--- src/rtl/mem_port_arbiter.sv ---
// mem_port_arbiter
// Shares the single read/write port of the data memory between the core
// (requester 0) and a debug/program loader (requester 1). Arbitration is
// round-robin with an optional bounded lock, so one requester can hold the
// port for a burst. Each read is tagged so the data is returned only to the
// requester that issued it.
module mem_port_arbiter #(
   parameter int N        = 32,
   parameter int MAX_HOLD = 8
) (
   input  logic         clk,
   input  logic         rstb,
   input  logic         m0_req,
   input  logic         m1_req,
   input  logic         m0_we,
   input  logic         m1_we,
   input  logic         m0_lock,
   input  logic         m1_lock,
   input  logic [N-1:0] m0_addr,
   input  logic [N-1:0] m1_addr,
   input  logic [N-1:0] m0_wdata,
   input  logic [N-1:0] m1_wdata,
   output logic         m0_gnt,
   output logic         m1_gnt,
   output logic         m0_rvalid,
   output logic         m1_rvalid,
   output logic [N-1:0] m0_rdata,
   output logic [N-1:0] m1_rdata,
   output logic         mem_wr_ena,
   output logic [N-1:0] mem_addr,
   output logic [N-1:0] mem_wr_data,
   input  logic [N-1:0] mem_rd_data,
   output logic [1:0]   owner
);

   localparam int HW = $clog2(MAX_HOLD + 1);
   localparam logic [HW-1:0] HOLD_MAX = HW'(MAX_HOLD);

   localparam logic [1:0] IDLE  = 2'd0;
   localparam logic [1:0] LOCK0 = 2'd1;
   localparam logic [1:0] LOCK1 = 2'd2;

   logic [1:0]    state, state_nxt;
   logic          last, last_nxt;      // id of the most recent grant
   logic [HW-1:0] hold_cnt, hold_nxt;
   logic [1:0]    rd_pend, rd_pend_nxt;

   logic          idle_g0, idle_g1;
   logic          g0, g1;

   // Round-robin choice used whenever no lock is in force.
   always_comb begin
      // On a tie the requester that was not granted last wins.
      idle_g0 = m0_req & (~m1_req | last);
      idle_g1 = m1_req & (~m0_req | ~last);
   end

   // Grant selection: honour the lock unless its holder dropped req or the
   // hold budget is spent while the other side is waiting.
   always_comb begin
      // NOTE: every combinational output gets a default first so that no path
      // through the case leaves it unassigned, which would infer a latch.
      g0 = idle_g0;
      g1 = idle_g1;
      case (state)
         LOCK0: begin
            if (m0_req) begin
               g1 = (hold_cnt == HOLD_MAX) & m1_req;
               g0 = ~g1;
            end
         end
         LOCK1: begin
            if (m1_req) begin
               g0 = (hold_cnt == HOLD_MAX) & m0_req;
               g1 = ~g0;
            end
         end
         default: ;
      endcase
   end

   // NOTE: grants are gated with the asynchronous reset so that the memory
   // port is quiet while rstb is low, even with requests asserted.
   assign m0_gnt = g0 & rstb;
   assign m1_gnt = g1 & rstb;
   assign owner  = {m1_gnt, m0_gnt};

   // Next-state, round-robin pointer, hold counter and read tag.
   always_comb begin
      state_nxt   = IDLE;
      last_nxt    = last;
      hold_nxt    = '0;
      rd_pend_nxt = 2'b00;
      if (m0_gnt) begin
         last_nxt    = 1'b0;
         rd_pend_nxt = {1'b0, ~m0_we};
         if (m0_lock) state_nxt = LOCK0;
         if (state == LOCK0)
            hold_nxt = (hold_cnt == HOLD_MAX) ? hold_cnt : hold_cnt + 1'b1;
         else if (m0_lock)
            hold_nxt = HW'(1);
      end else if (m1_gnt) begin
         last_nxt    = 1'b1;
         rd_pend_nxt = {~m1_we, 1'b0};
         if (m1_lock) state_nxt = LOCK1;
         if (state == LOCK1)
            hold_nxt = (hold_cnt == HOLD_MAX) ? hold_cnt : hold_cnt + 1'b1;
         else if (m1_lock)
            hold_nxt = HW'(1);
      end
   end

   // State registers; reset leaves m0 as winner of the first tie.
   always_ff @(posedge clk or negedge rstb) begin
      if (!rstb) begin
         state    <= IDLE;
         last     <= 1'b1;
         hold_cnt <= '0;
         rd_pend  <= 2'b00;
      end else begin
         // NOTE: sequential state uses non-blocking assignments so every
         // register samples the pre-edge values of the others.
         state    <= state_nxt;
         last     <= last_nxt;
         hold_cnt <= hold_nxt;
         rd_pend  <= rd_pend_nxt;
      end
   end

   // Memory port is driven from the granted requester, all-zero otherwise.
   always_comb begin
      mem_wr_ena  = 1'b0;
      mem_addr    = '0;
      mem_wr_data = '0;
      if (m0_gnt) begin
         mem_wr_ena  = m0_we;
         mem_addr    = m0_addr;
         mem_wr_data = m0_wdata;
      end else if (m1_gnt) begin
         mem_wr_ena  = m1_we;
         mem_addr    = m1_addr;
         mem_wr_data = m1_wdata;
      end
   end

   // Read data is steered to the requester whose read was tagged last cycle.
   assign m0_rvalid = rd_pend[0];
   assign m1_rvalid = rd_pend[1];
   assign m0_rdata  = rd_pend[0] ? mem_rd_data : '0;
   assign m1_rdata  = rd_pend[1] ? mem_rd_data : '0;

endmodule

--- config.mk ---
export PLATFORM = sky130hd
export DESIGN_NAME = mem_port_arbiter
export DESIGN_NICKNAME = d
export VERILOG_FILES = /design/src/rtl/mem_port_arbiter.sv
export SDC_FILE = /design/constraint.sdc
export NUM_CORES = 1
export LEC_CHECK = 0
export CAP_MARGIN = 15
export CELL_PAD_IN_SITES_DETAIL_PLACEMENT = 1
export CELL_PAD_IN_SITES_GLOBAL_PLACEMENT = 1
export CORE_AREA = 2 2 127 117
export CTS_BUF_LIST = sky130_fd_sc_hd__clkbuf_4 sky130_fd_sc_hd__clkbuf_8
export CTS_CLUSTER_DIAMETER = 200
export DETAILED_ROUTE_END_ITERATION = 8
export DIE_AREA = 0 0 129 119
export PLACE_DENSITY_LB_ADDON = 0.1
export RECOVER_POWER = 100
export REMOVE_ABC_BUFFERS = 1
export SLEW_MARGIN = 20
export SYNTH_ARGS = -nofsm -noshare
export SYNTH_HDL_FRONTEND = slang
export SYNTH_SLANG_ARGS = --single-unit
--- constraint.sdc ---
create_clock -name clk -period 4.41 [get_ports clk]
set_clock_uncertainty 0.2 [all_clocks]
set_input_delay 1.323 -clock clk [delete_from_list [all_inputs] [get_ports clk]]
set_output_delay 1.323 -clock clk [all_outputs]
set_load 0.005 [all_outputs]
==> impl_metrics.csv, run 1 <==
group,metric,value,unit
layout,fin_area,5070,um^2
timing,setup_tns,-112,ps
place,hpwl,10.8,mm
routing,wl_per_cell,18.4,um
floorplan,core-area,14200,um^2
logic_synthesis,synth_mux_area_share,1.37,%
routing,viasPerCell,4.02,
floorplan,ios,303,
layout,diodes,0,
floorplan,die-width,129,um
routing,antenna_left,0,
logic_synthesis,yosys.area_share.xor_xnor,1.60,%
cts,cts_hold_buf,0,
timing,post-route-min-period,4440,ps
timing,fmax,0.225,GHz
worst_hold_path,holdPathStages,2,
power_and_ir_drop,power_density,156,nW/um^2
setup_path,timing.rr.end,"hold_cnt[2]$_DFF_PN0_",
setup_path,r2r-start,"state[0]$_DFF_PN0_",
global_route,grt_usage,15.9,%
place,pre_cts_ws,-869,ps
logic_synthesis,synth_compound_area_share,36.6,%
global_route,grt_pass1_vias,3069,
place,routabilityCongestion,0.793,
logic_synthesis,synthAdderAreaFrac,3.04,%
setup_path,regToRegSetupSlack,1850,ps
power_and_ir_drop,power,792,uW
cts,clockBufferDepth,2,
timing,rsz0062_at_grt,"true",
layout,final_util,35.6,%
cts,htree_num_levels,1,
logic_synthesis,yosys_register_bits,9,
global_route,grt_pass1_wl,18.5,mm
routing,drc,0,
global_route,grt_overflow,0,
worst_hold_path,min_path_type,"reg -> reg",
cts,clk_latency,230,ps
layout,fin_cells,713,
cts,cts_root_buffer,"clkbuf_8",
job,drv_cap,0,
cts,path_clk_slew,40,ps
power_and_ir_drop,p_leak,2.14,nW
outcome,violations,"negative setup slack",
layout,drive_above_1_share,21.9,%
timing,hold_violations,0,
timing,finalSetupViolCount,13,
floorplan,fp.dieH,119,um
logic_synthesis,synth-simple-area-share,34.9,%
logic_synthesis,yosys_warnings,0,
global_route,grt_max_degree,34,
timing,max_slew_margin,46.2,%
setup_path,critPathLaunchType,"input port",
place,numPortBuffers,302,
timing,worst-slew-pin-transition,807,ps
logic_synthesis,synth_top_family_by_area,"compound AO/OA/AOI/OAI gates",
cts,cts_buffers,3,
floorplan,start_util,11.6,%
routing,drtIter0Drc,43,
worst_hold_path,min_to,"last$_DFFE_PN1P_",
floorplan,row_count,42,
logic_synthesis,synthCells,203,
setup_path,worstPathRequired,2890,ps
setup_path,cp_data_arrival_time,2910,ps
setup_path,end_kind,"output port",
power_and_ir_drop,vdd_drop_max,67.6,uV
cts,cts_tree,"done",
routing,routed_wl,13.1,mm
routing,first_pass_iters,4,
timing,finalWorstSetupSlack,-26.9,ps
global_route,antenna_found_initial,0,
outcome,status,"finished, violations left",
place,place_area,4910,um^2
layout,nets,688,
layout,fill_cells,1690,
logic_synthesis,ys_seq_area_share,13.8,%
cts,cts_sinks,9,
logic_synthesis,ys_types,28,
setup_path,crit_fanout,6,
logic_synthesis,netlist_area,1650,um^2
worst_hold_path,hold_start,"last$_DFFE_PN1P_",
logic_synthesis,avgSynthCellArea,8.11,um^2
layout,area_growth,208,%
place,dp.cells,690,
setup_path,worst_r2r_path_depth,9,
timing,hold_slack,336,ps
timing,period_share,101,%
setup_path,path_class,"in -> out",
timing,slew_viol_final,0,
routing,vias,2865,
floorplan,die-area,15400,um^2
[power breakdown]
part / switching [mW] / internal, mW
sequential: 0.0143 / 0.0920
clock: 0.0304 / 0.0689
combinational: 0.204 / 0.382
total: 0.249 / 0.543
[synth_stat cells, drive strengths merged]
cell,number,area share [%]
dfrtp,8,12
and4b,1,0.84
clkbuf,13,3.0
a32oi,1,0.53
xor2,1,0.53
nor2b,4,1.5
buf,11,4.9
and3,1,0.38
nor4b,1,0.91
or3b,1,0.53
nand3b,1,0.46
nor4,1,0.76
nand2,1,0.23
o2111ai,1,0.91
mux2,2,1.4
xnor2,2,1.1
nand3,3,0.91
a22o,66,35
nor3,3,1.6
and2,66,25
ha,4,3.0
inv,4,0.91
nor2,5,1.1
dfstp,1,1.6
and3b,1,0.53
[layout by cell type, fill, tap and decap left out, types with 2 or more instances in the layout]
cell type	count
clkdlybuf4s50_1	232
a22o_1	66
and2_1	66
buf_2	57
buf_12	10
dfrtp_1	8
buf_6	7
buf_4	7
nor2_1	5
buf_16	5
clkbuf_2	5
inv_1	4
ha_1	4
nor2b_1	3
clkbuf_8	3
clkdlybuf4s15_2	3
nor3_1	2
xnor2_1	2
mux2_2	2
clkbuf_1	2
dlygate4sd2_1	2
[area by class of cell]
class / instances / area (um^2) / share of cell area [%]
Tap cell: 198 / 248 / 4.89
Clock buffer: 4 / 48.8 / 0.963
Sequential cell: 9 / 226 / 4.47
Inverter: 4 / 15.0 / 0.296
Multi-Input combinational cell: 166 / 1330 / 26.2
Timing Repair Buffer: 332 / 3200 / 63.2
[flip-flops by register name (all words and copies together), names as in the netlist]
signal and count:
hold_cnt 4, last 1, rd_pend 2, state 2
[how the worst max path moves through the flow]
stage / startpoint / end / slack, ps / depth (start not counted)
floorplan: m1_req / mem_addr[0] / -1910 / 5
global placement: m1_req / mem_addr[18] / -820 / 8
detailed placement: m1_req / mem_addr[18] / -870 / 8
CTS: m1_req / mem_wr_data[4] / -100 / 10
global route: m1_req / mem_wr_data[12] / -110 / 10
finish: m1_req / mem_wr_data[12] / -30 / 10
[logic make-up (layout without fill, tap and decap cells)]
kind of cell    Yosys count  count (layout)
xor+xnor                  3               3
fa+ha+maj                 4               4
flops                     9               9
compound gates           68              68
buf+inv                  28             340
mux                       2               2
simple gates             89              89
[routing by layer]
layer	global-route usage, %	wire, um
met1	14.3	4000
met2	32.9	7570
met3	6.42	1450
met4	2.79	116
met5	0	0
[what timing repair did]
item,4_1_cts,5_1_grt
buffers inserted,13,2
resized for setup,283,19
cloned,6,1
setup endpoints to repair,69,65
pin swaps,27,14
[critical path, stage by stage]
cell	delay, ps
buf_8	70
or3b_4	380
o2111ai_4	220
nor3_4	90
nor2b_4	200
buf_6	140
buf_12	120
buf_12	110
a22o_1	140
buf_2	120
(Power assumes the default switching activity.)
==> run 2, diff against run 1 <==
--- a/config.mk
+++ b/config.mk
@@ -7,12 +7,13 @@
 export LEC_CHECK = 0
 export CAP_MARGIN = 15
 export CELL_PAD_IN_SITES_DETAIL_PLACEMENT = 1
-export CELL_PAD_IN_SITES_GLOBAL_PLACEMENT = 1
-export CORE_AREA = 2 2 127 117
+export CELL_PAD_IN_SITES_GLOBAL_PLACEMENT = 2
+export CORE_AREA = 2 2 139 127
 export CTS_BUF_LIST = sky130_fd_sc_hd__clkbuf_4 sky130_fd_sc_hd__clkbuf_8
 export CTS_CLUSTER_DIAMETER = 200
+export CTS_CLUSTER_SIZE = 25
 export DETAILED_ROUTE_END_ITERATION = 8
-export DIE_AREA = 0 0 129 119
+export DIE_AREA = 0 0 141 129
 export PLACE_DENSITY_LB_ADDON = 0.1
 export RECOVER_POWER = 100
 export REMOVE_ABC_BUFFERS = 1
==> impl_metrics.csv, run 2 (synthesis results as in run 1) <==
group,metric,value,unit
global_route,grt_overflow,0,
layout,max_flop_register,"hold_cnt",
power_and_ir_drop,p_switching,265,uW
setup_path,crit_chain,"buf_6, buf_6, nand3b_1, o2111ai_2, nor3_4, nor2b_4, buf_12, buf_6, buf_8, buf_16, buf_6, a22o_1, buf_2",
layout,reg_top3,"hold_cnt: 4 flops, rd_pend: 2 flops, state: 2 flops",
setup_path,critPathLaunchType,"input port",
setup_path,regToRegSetupSlack,1860,ps
global_route,met1_usage,12.0,%
layout,nets,703,
worst_hold_path,min_path_type,"reg -> reg",
layout,register_area,226,um^2
outcome,violations,"negative setup slack",
timing,worst-slew-pin-transition,849,ps
cts,path_clk_slew,40,ps
cts,cts_buffers,3,
timing,hold_violations,0,
power_and_ir_drop,vdd_drop_max,76.4,uV
layout,drive_above_1_share,24.0,%
timing,setup_tns,-4410,ps
timing,slew_viol_final,0,
outcome,status,"finished, violations left",
cts,cts_root_buffer,"clkbuf_8",
layout,largest_reg_flops,4,
cts,cts_tree,"done",
timing,finalSetupViolCount,51,
setup_path,critPathTopFamily,"buffers and inverters",
cts,cts_sinks,9,
global_route,grt_max_degree,34,
routing,routed_wl,14.0,mm
power_and_ir_drop,power_density,160,nW/um^2
routing,first_pass_iters,4,
global_route,grt.busiest_layer,"met2",
power_and_ir_drop,seq_power_share,12.7,%
routing,vias,2956,
place,numPortBuffers,302,
layout,area_growth,221,%
setup_path,crit_fanout,5,
setup_path,cpPeakStageDelay,290,ps
floorplan,start_util,9.85,%
timing,period_share,104,%
setup_path,path_class,"in -> out",
floorplan,core-area,16700,um^2
routing,viasPerCell,3.99,
cts,clockBufferDepth,2,
layout,multiInputGateArea,1320,um^2
timing,fmax,0.219,GHz
global_route,grt_pass1_vias,3037,
global_route,grt.met3_usage,6.62,%
routing,drtIter0Drc,56,
timing,max_slew_margin,43.4,%
layout,mostFrequentLayoutCell,"clkdlybuf4s50_1",
power_and_ir_drop,power.internal,577,uW
routing,drc,0,
floorplan,fp.dieH,129,um
job,drv_cap,0,
cts,cts_hold_buf,0,
timing,post-route-min-period,4570,ps
setup_path,worstPathRequired,2890,ps
global_route,antenna_found_initial,0,
global_route,grt_pass1_wl,18.3,mm
cts,clk_latency,230,ps
setup_path,end_kind,"output port",
power_and_ir_drop,switching_share,31.5,%
power_and_ir_drop,p_leak,2.25,nW
global_route,met2_usage,27.4,%
timing,finalWorstSetupSlack,-158,ps
place,hpwl,11.2,mm
layout,mostFrequentLayoutCells,"clkdlybuf4s50_1 (232), a22o_1 (66), and2_1 (66)",
power_and_ir_drop,clockPowerShare,12.1,%
floorplan,row_count,45,
setup_path,critical_path.slowest_cell,"nor3_4",
layout,final_util,31.6,%
power_and_ir_drop,p_comb_share,75.2,%
layout,diodes,0,
floorplan,die-area,18200,um^2
setup_path,worst-path-buf-inv,8,
routing,wl_per_cell,18.9,um
floorplan,die-width,141,um
layout,fill_cells,1980,
floorplan,ios,303,
routing,antenna_left,0,
global_route,grt_usage,13.3,%
setup_path,cp_data_arrival_time,3050,ps
place,routabilityCongestion,0.725,
setup_path,crit_top_cell,"buf_6",
timing,rsz0062_at_grt,"true",
cts,htree_num_levels,1,
-- run 2: changes by cell type in the layout (fill, tap and decap cells not counted), moves of 2 or more --
cell,before,now
clkdlybuf4s15_2,3,0
buf_2,57,54
clkbuf_16,1,4
buf_6,7,16
clkbuf_2,5,9
clkdlybuf4s15_1,0,2
buf_8,1,7
dlygate4sd2_1,2,0
-- run 2: worst paths after layout --
| path | cells after the start | end | from |
|---|---|---|---|
| setup reg to reg | 9 | hold_cnt[3]$_DFF_PN0_ | state[0]$_DFF_PN0_ |
| min in group asynchronous | 2 | hold_cnt[2]$_DFF_PN0_ | rstb |
| hold reg to reg | 2 | last$_DFFE_PN1P_ | last$_DFFE_PN1P_ |
| max in group asynchronous | 2 | last$_DFFE_PN1P_ | rstb |
| hold / removal | 2 | last$_DFFE_PN1P_ | last$_DFFE_PN1P_ |
| setup / recovery | 13 | mem_addr[9] | m1_req |
-- run 2: final cells by class --
class | count | area share [%]
inverters | 4 | 0.284
repair buffers | 347 | 64.4
flip-flops and latches | 9 | 4.29
multi-input cells | 166 | 25.1
clock buffers | 4 | 0.925
well taps | 211 | 5.00
-- run 2: timing repair --
| action | in CTS | in global routing |
|---|---|---|
| pin swaps | 15 | 23 |
| gates cloned | 4 | 6 |
| buffers inserted | 18 | 9 |
| setup endpoints to repair | 69 | 66 |
| hold endpoints to repair | 0 | 0 |
| resized for setup | 257 | 56 |
-- run 2: stage by stage --
step / std cells / power, mW / instance area (um^2) / hold slack, ps / worst slack (ps)
2_1_floorplan: 179 / 0.260 / 1520 / 291 / -1910
3_3_place_gp: 705 / 0.681 / 4960 / 317 / -747
3_5_place_dp: 705 / 0.685 / 4960 / 326 / -765
4_1_cts: 731 / 0.822 / 5180 / 334 / -197
5_1_grt: 741 / 0.897 / 5280 / 362 / -235
6_report: 741 / 0.843 / 5280 / 332 / -158
-- run 2: worst min-delay path: cells and delay by family (launching register included) --
family / cells / cell delay [ps]
AND/OR/NAND/NOR: 2 / 140
flip-flops: 1 / 380
-- run 2: power by group through the flow --
stage	combinational [mW]	clock [mW]	sequential, mW
after global placement	0.572	0	0.108
after global routing	0.675	0.112	0.110
after CTS	0.608	0.106	0.108
after detailed placement	0.576	0	0.109
final	0.633	0.102	0.107
after floorplan	0.158	0	0.102
-- run 2: layer usage --
layer  share of wire (%)  up-vias
met1                  32     1377
met3                  13        4
li1                    -     1398
met2                  55      177
met5                   0        -
met4                0.34        0
==> run 3, diff against run 2 <==
--- a/config.mk
+++ b/config.mk
@@ -8,12 +8,13 @@
 export CAP_MARGIN = 15
 export CELL_PAD_IN_SITES_DETAIL_PLACEMENT = 1
 export CELL_PAD_IN_SITES_GLOBAL_PLACEMENT = 2
-export CORE_AREA = 2 2 139 127
+export CORE_AREA = 2 2 117 119
 export CTS_BUF_LIST = sky130_fd_sc_hd__clkbuf_4 sky130_fd_sc_hd__clkbuf_8
 export CTS_CLUSTER_DIAMETER = 200
 export CTS_CLUSTER_SIZE = 25
 export DETAILED_ROUTE_END_ITERATION = 8
-export DIE_AREA = 0 0 141 129
+export DIE_AREA = 0 0 119 121
+export DONT_BUFFER_PORTS = 1
 export PLACE_DENSITY_LB_ADDON = 0.1
 export RECOVER_POWER = 100
 export REMOVE_ABC_BUFFERS = 1
==> impl_metrics.csv, run 3 (synthesis results as in run 1) <==
group,metric,value,unit
layout,final_util,14.4,%
layout,multiInputGateArea,1280,um^2
setup_path,timing.rr.end,"hold_cnt[1]$_DFF_PN0_",
timing,rsz0062_at_grt,"false",
setup_path,crit_top_cell,"buf_12",
setup_path,worstPathRequired,2890,ps
cts,cts_root_buffer,"clkbuf_8",
setup_path,cp_data_arrival_time,2770,ps
routing,viasPerCell,4.45,
timing,worst-slew-pin-transition,777,ps
worst_hold_path,hold_start,"last$_DFFE_PN1P_",
place,numPortBuffers,0,
global_route,grt_pass1_wl,10.7,mm
setup_path,critPathTopFamily,"simple AND/OR/NAND/NOR gates",
worst_hold_path,min_path_type,"reg -> reg",
worst_hold_path,holdPathStages,2,
worst_hold_path,min_to,"last$_DFFE_PN1P_",
setup_path,worst-path-buf-inv,2,
global_route,antenna_found_initial,0,
power_and_ir_drop,power_density,227,nW/um^2
setup_path,path_class,"in -> out",
floorplan,die-area,14400,um^2
floorplan,start_util,12.6,%
setup_path,end_kind,"output port",
floorplan,core-area,13100,um^2
setup_path,cpPeakStageDelay,340,ps
cts,path_clk_slew,50,ps
layout,diodes,0,
routing,antenna_left,0,
floorplan,die-width,119,um
timing,hold_violations,0,
cts,cts_hold_buf,0,
layout,nets,365,
timing,max_slew_margin,48.2,%
floorplan,ios,303,
cts,cts_tree,"done",
place,hpwl,7.27,mm
setup_path,worst_r2r_path_depth,8,
power_and_ir_drop,p_leak,0.668,nW
cts,postCtsResizedCells,0,
power_and_ir_drop,power,428,uW
timing,fmax,0.233,GHz
cts,cts_sinks,9,
timing,finalSetupViolCount,0,
layout,fill_cells,1561,
layout,mostFrequentLayoutCell,"a22o_1",
setup_path,crit_fanout,30,
cts,clockBufferDepth,2,
routing,drtIter0Drc,28,
setup_path,r2r-start,"state[0]$_DFF_PN0_",
timing,slew_viol_final,0,
floorplan,row_count,42,
global_route,grt_overflow,0,
timing,period_share,97.5,%
floorplan,fp.dieH,121,um
global_route,grt_max_degree,68,
layout,mostFrequentLayoutCells,"a22o_1 (66), and2_0 (64), dfrtp_1 (8)",
global_route,grt_pass1_vias,1629,
setup_path,crit_chain,"or3b_1, o2111ai_2, nor3_4, nor2b_4, buf_12, buf_12, a22o_1",
routing,drc,0,
setup_path,critPathLaunchType,"input port",
global_route,grt_usage,9.91,%
setup_path,critical_path.slowest_cell,"or3b_1",
routing,vias,1639,
layout,register_area,226,um^2
outcome,status,"finished, final reports clean",
layout,drive_above_1_share,10.4,%
cts,postCtsSetupBuffers,0,
layout,reg_top3,"hold_cnt: 4 flops, rd_pend: 2 flops, state: 2 flops",
cts,cts_buffers,3,
routing,routed_wl,8.24,mm
layout,area_growth,14.7,%
layout,max_flop_register,"hold_cnt",
routing,first_pass_iters,4,
setup_path,regToRegSetupSlack,1880,ps
job,drv_cap,0,
place,routabilityCongestion,0.689,
power_and_ir_drop,vdd_drop_max,69.4,uV
timing,post-route-min-period,4300,ps
cts,clk_latency,230,ps
routing,wl_per_cell,22.4,um
layout,largest_reg_flops,4,
cts,htree_num_levels,1,
[run 3: cell types whose count changed in the layout (fill, tap and decap cells not counted), sizes merged]
cell / change
clkbuf: -12
clkdlybuf4s15: -2
buf: -92
clkdlybuf4s50: -232
[run 3: layout make-up]
| type | count | share of cell area (%) |
|---|---|---|
| clock buffers | 4 | 2.58 |
| inverters | 4 | 0.795 |
| multi-input cells | 166 | 67.9 |
| flip-flops and latches | 9 | 12.0 |
| well taps | 176 | 11.7 |
| repair buffers | 9 | 5.04 |
[run 3: tightest hold or removal path: stages (launching register included)]
cell and delay, ps:
dfstp_2 380, nor2_1 100, nor2_1 40
[run 3: stage by stage]
step	area, um^2	hold WS [ps]	setup WS (ps)	std cells	setup TNS (ps)
floorplan	1520	291	-1910	179	-126460
global placement	1850	314	124	364	0
detailed placement	1850	316	118	364	0
CTS	1900	325	107	368	0
global route	1890	350	19.0	368	0
finish	1890	323	112	368	0
[run 3: worst max path at each step]
stage	from	to	slack (ps)	cells after the start
after floorplan	m1_req	mem_addr[0]	-1910	5
after global placement	m1_req	mem_addr[6]	120	7
after detailed placement	m1_req	mem_addr[6]	120	7
after CTS	m1_req	mem_addr[6]	110	7
after global routing	m1_req	mem_addr[6]	20	7
final	m1_req	mem_addr[10]	110	7
[run 3: power breakdown]
part / switching (mW) / leakage (nW) / total (mW) / internal [mW]
combinational: 0.125 / 0.521 / 0.220 / 0.0953
clock: 0.0330 / 0.0262 / 0.102 / 0.0692
sequential: 0.0137 / 0.120 / 0.106 / 0.0919
[run 3: metal layers]
metal | routed length, um | global-route usage (%) | up-vias
li1 | - | - | 721
met1 | 2500 | 9.41 | 761
met2 | 4880 | 21.2 | 155
met3 | 828 | 2.63 | 2
met4 | 36 | 1.34 | 0
met5 | 0 | 0 | -
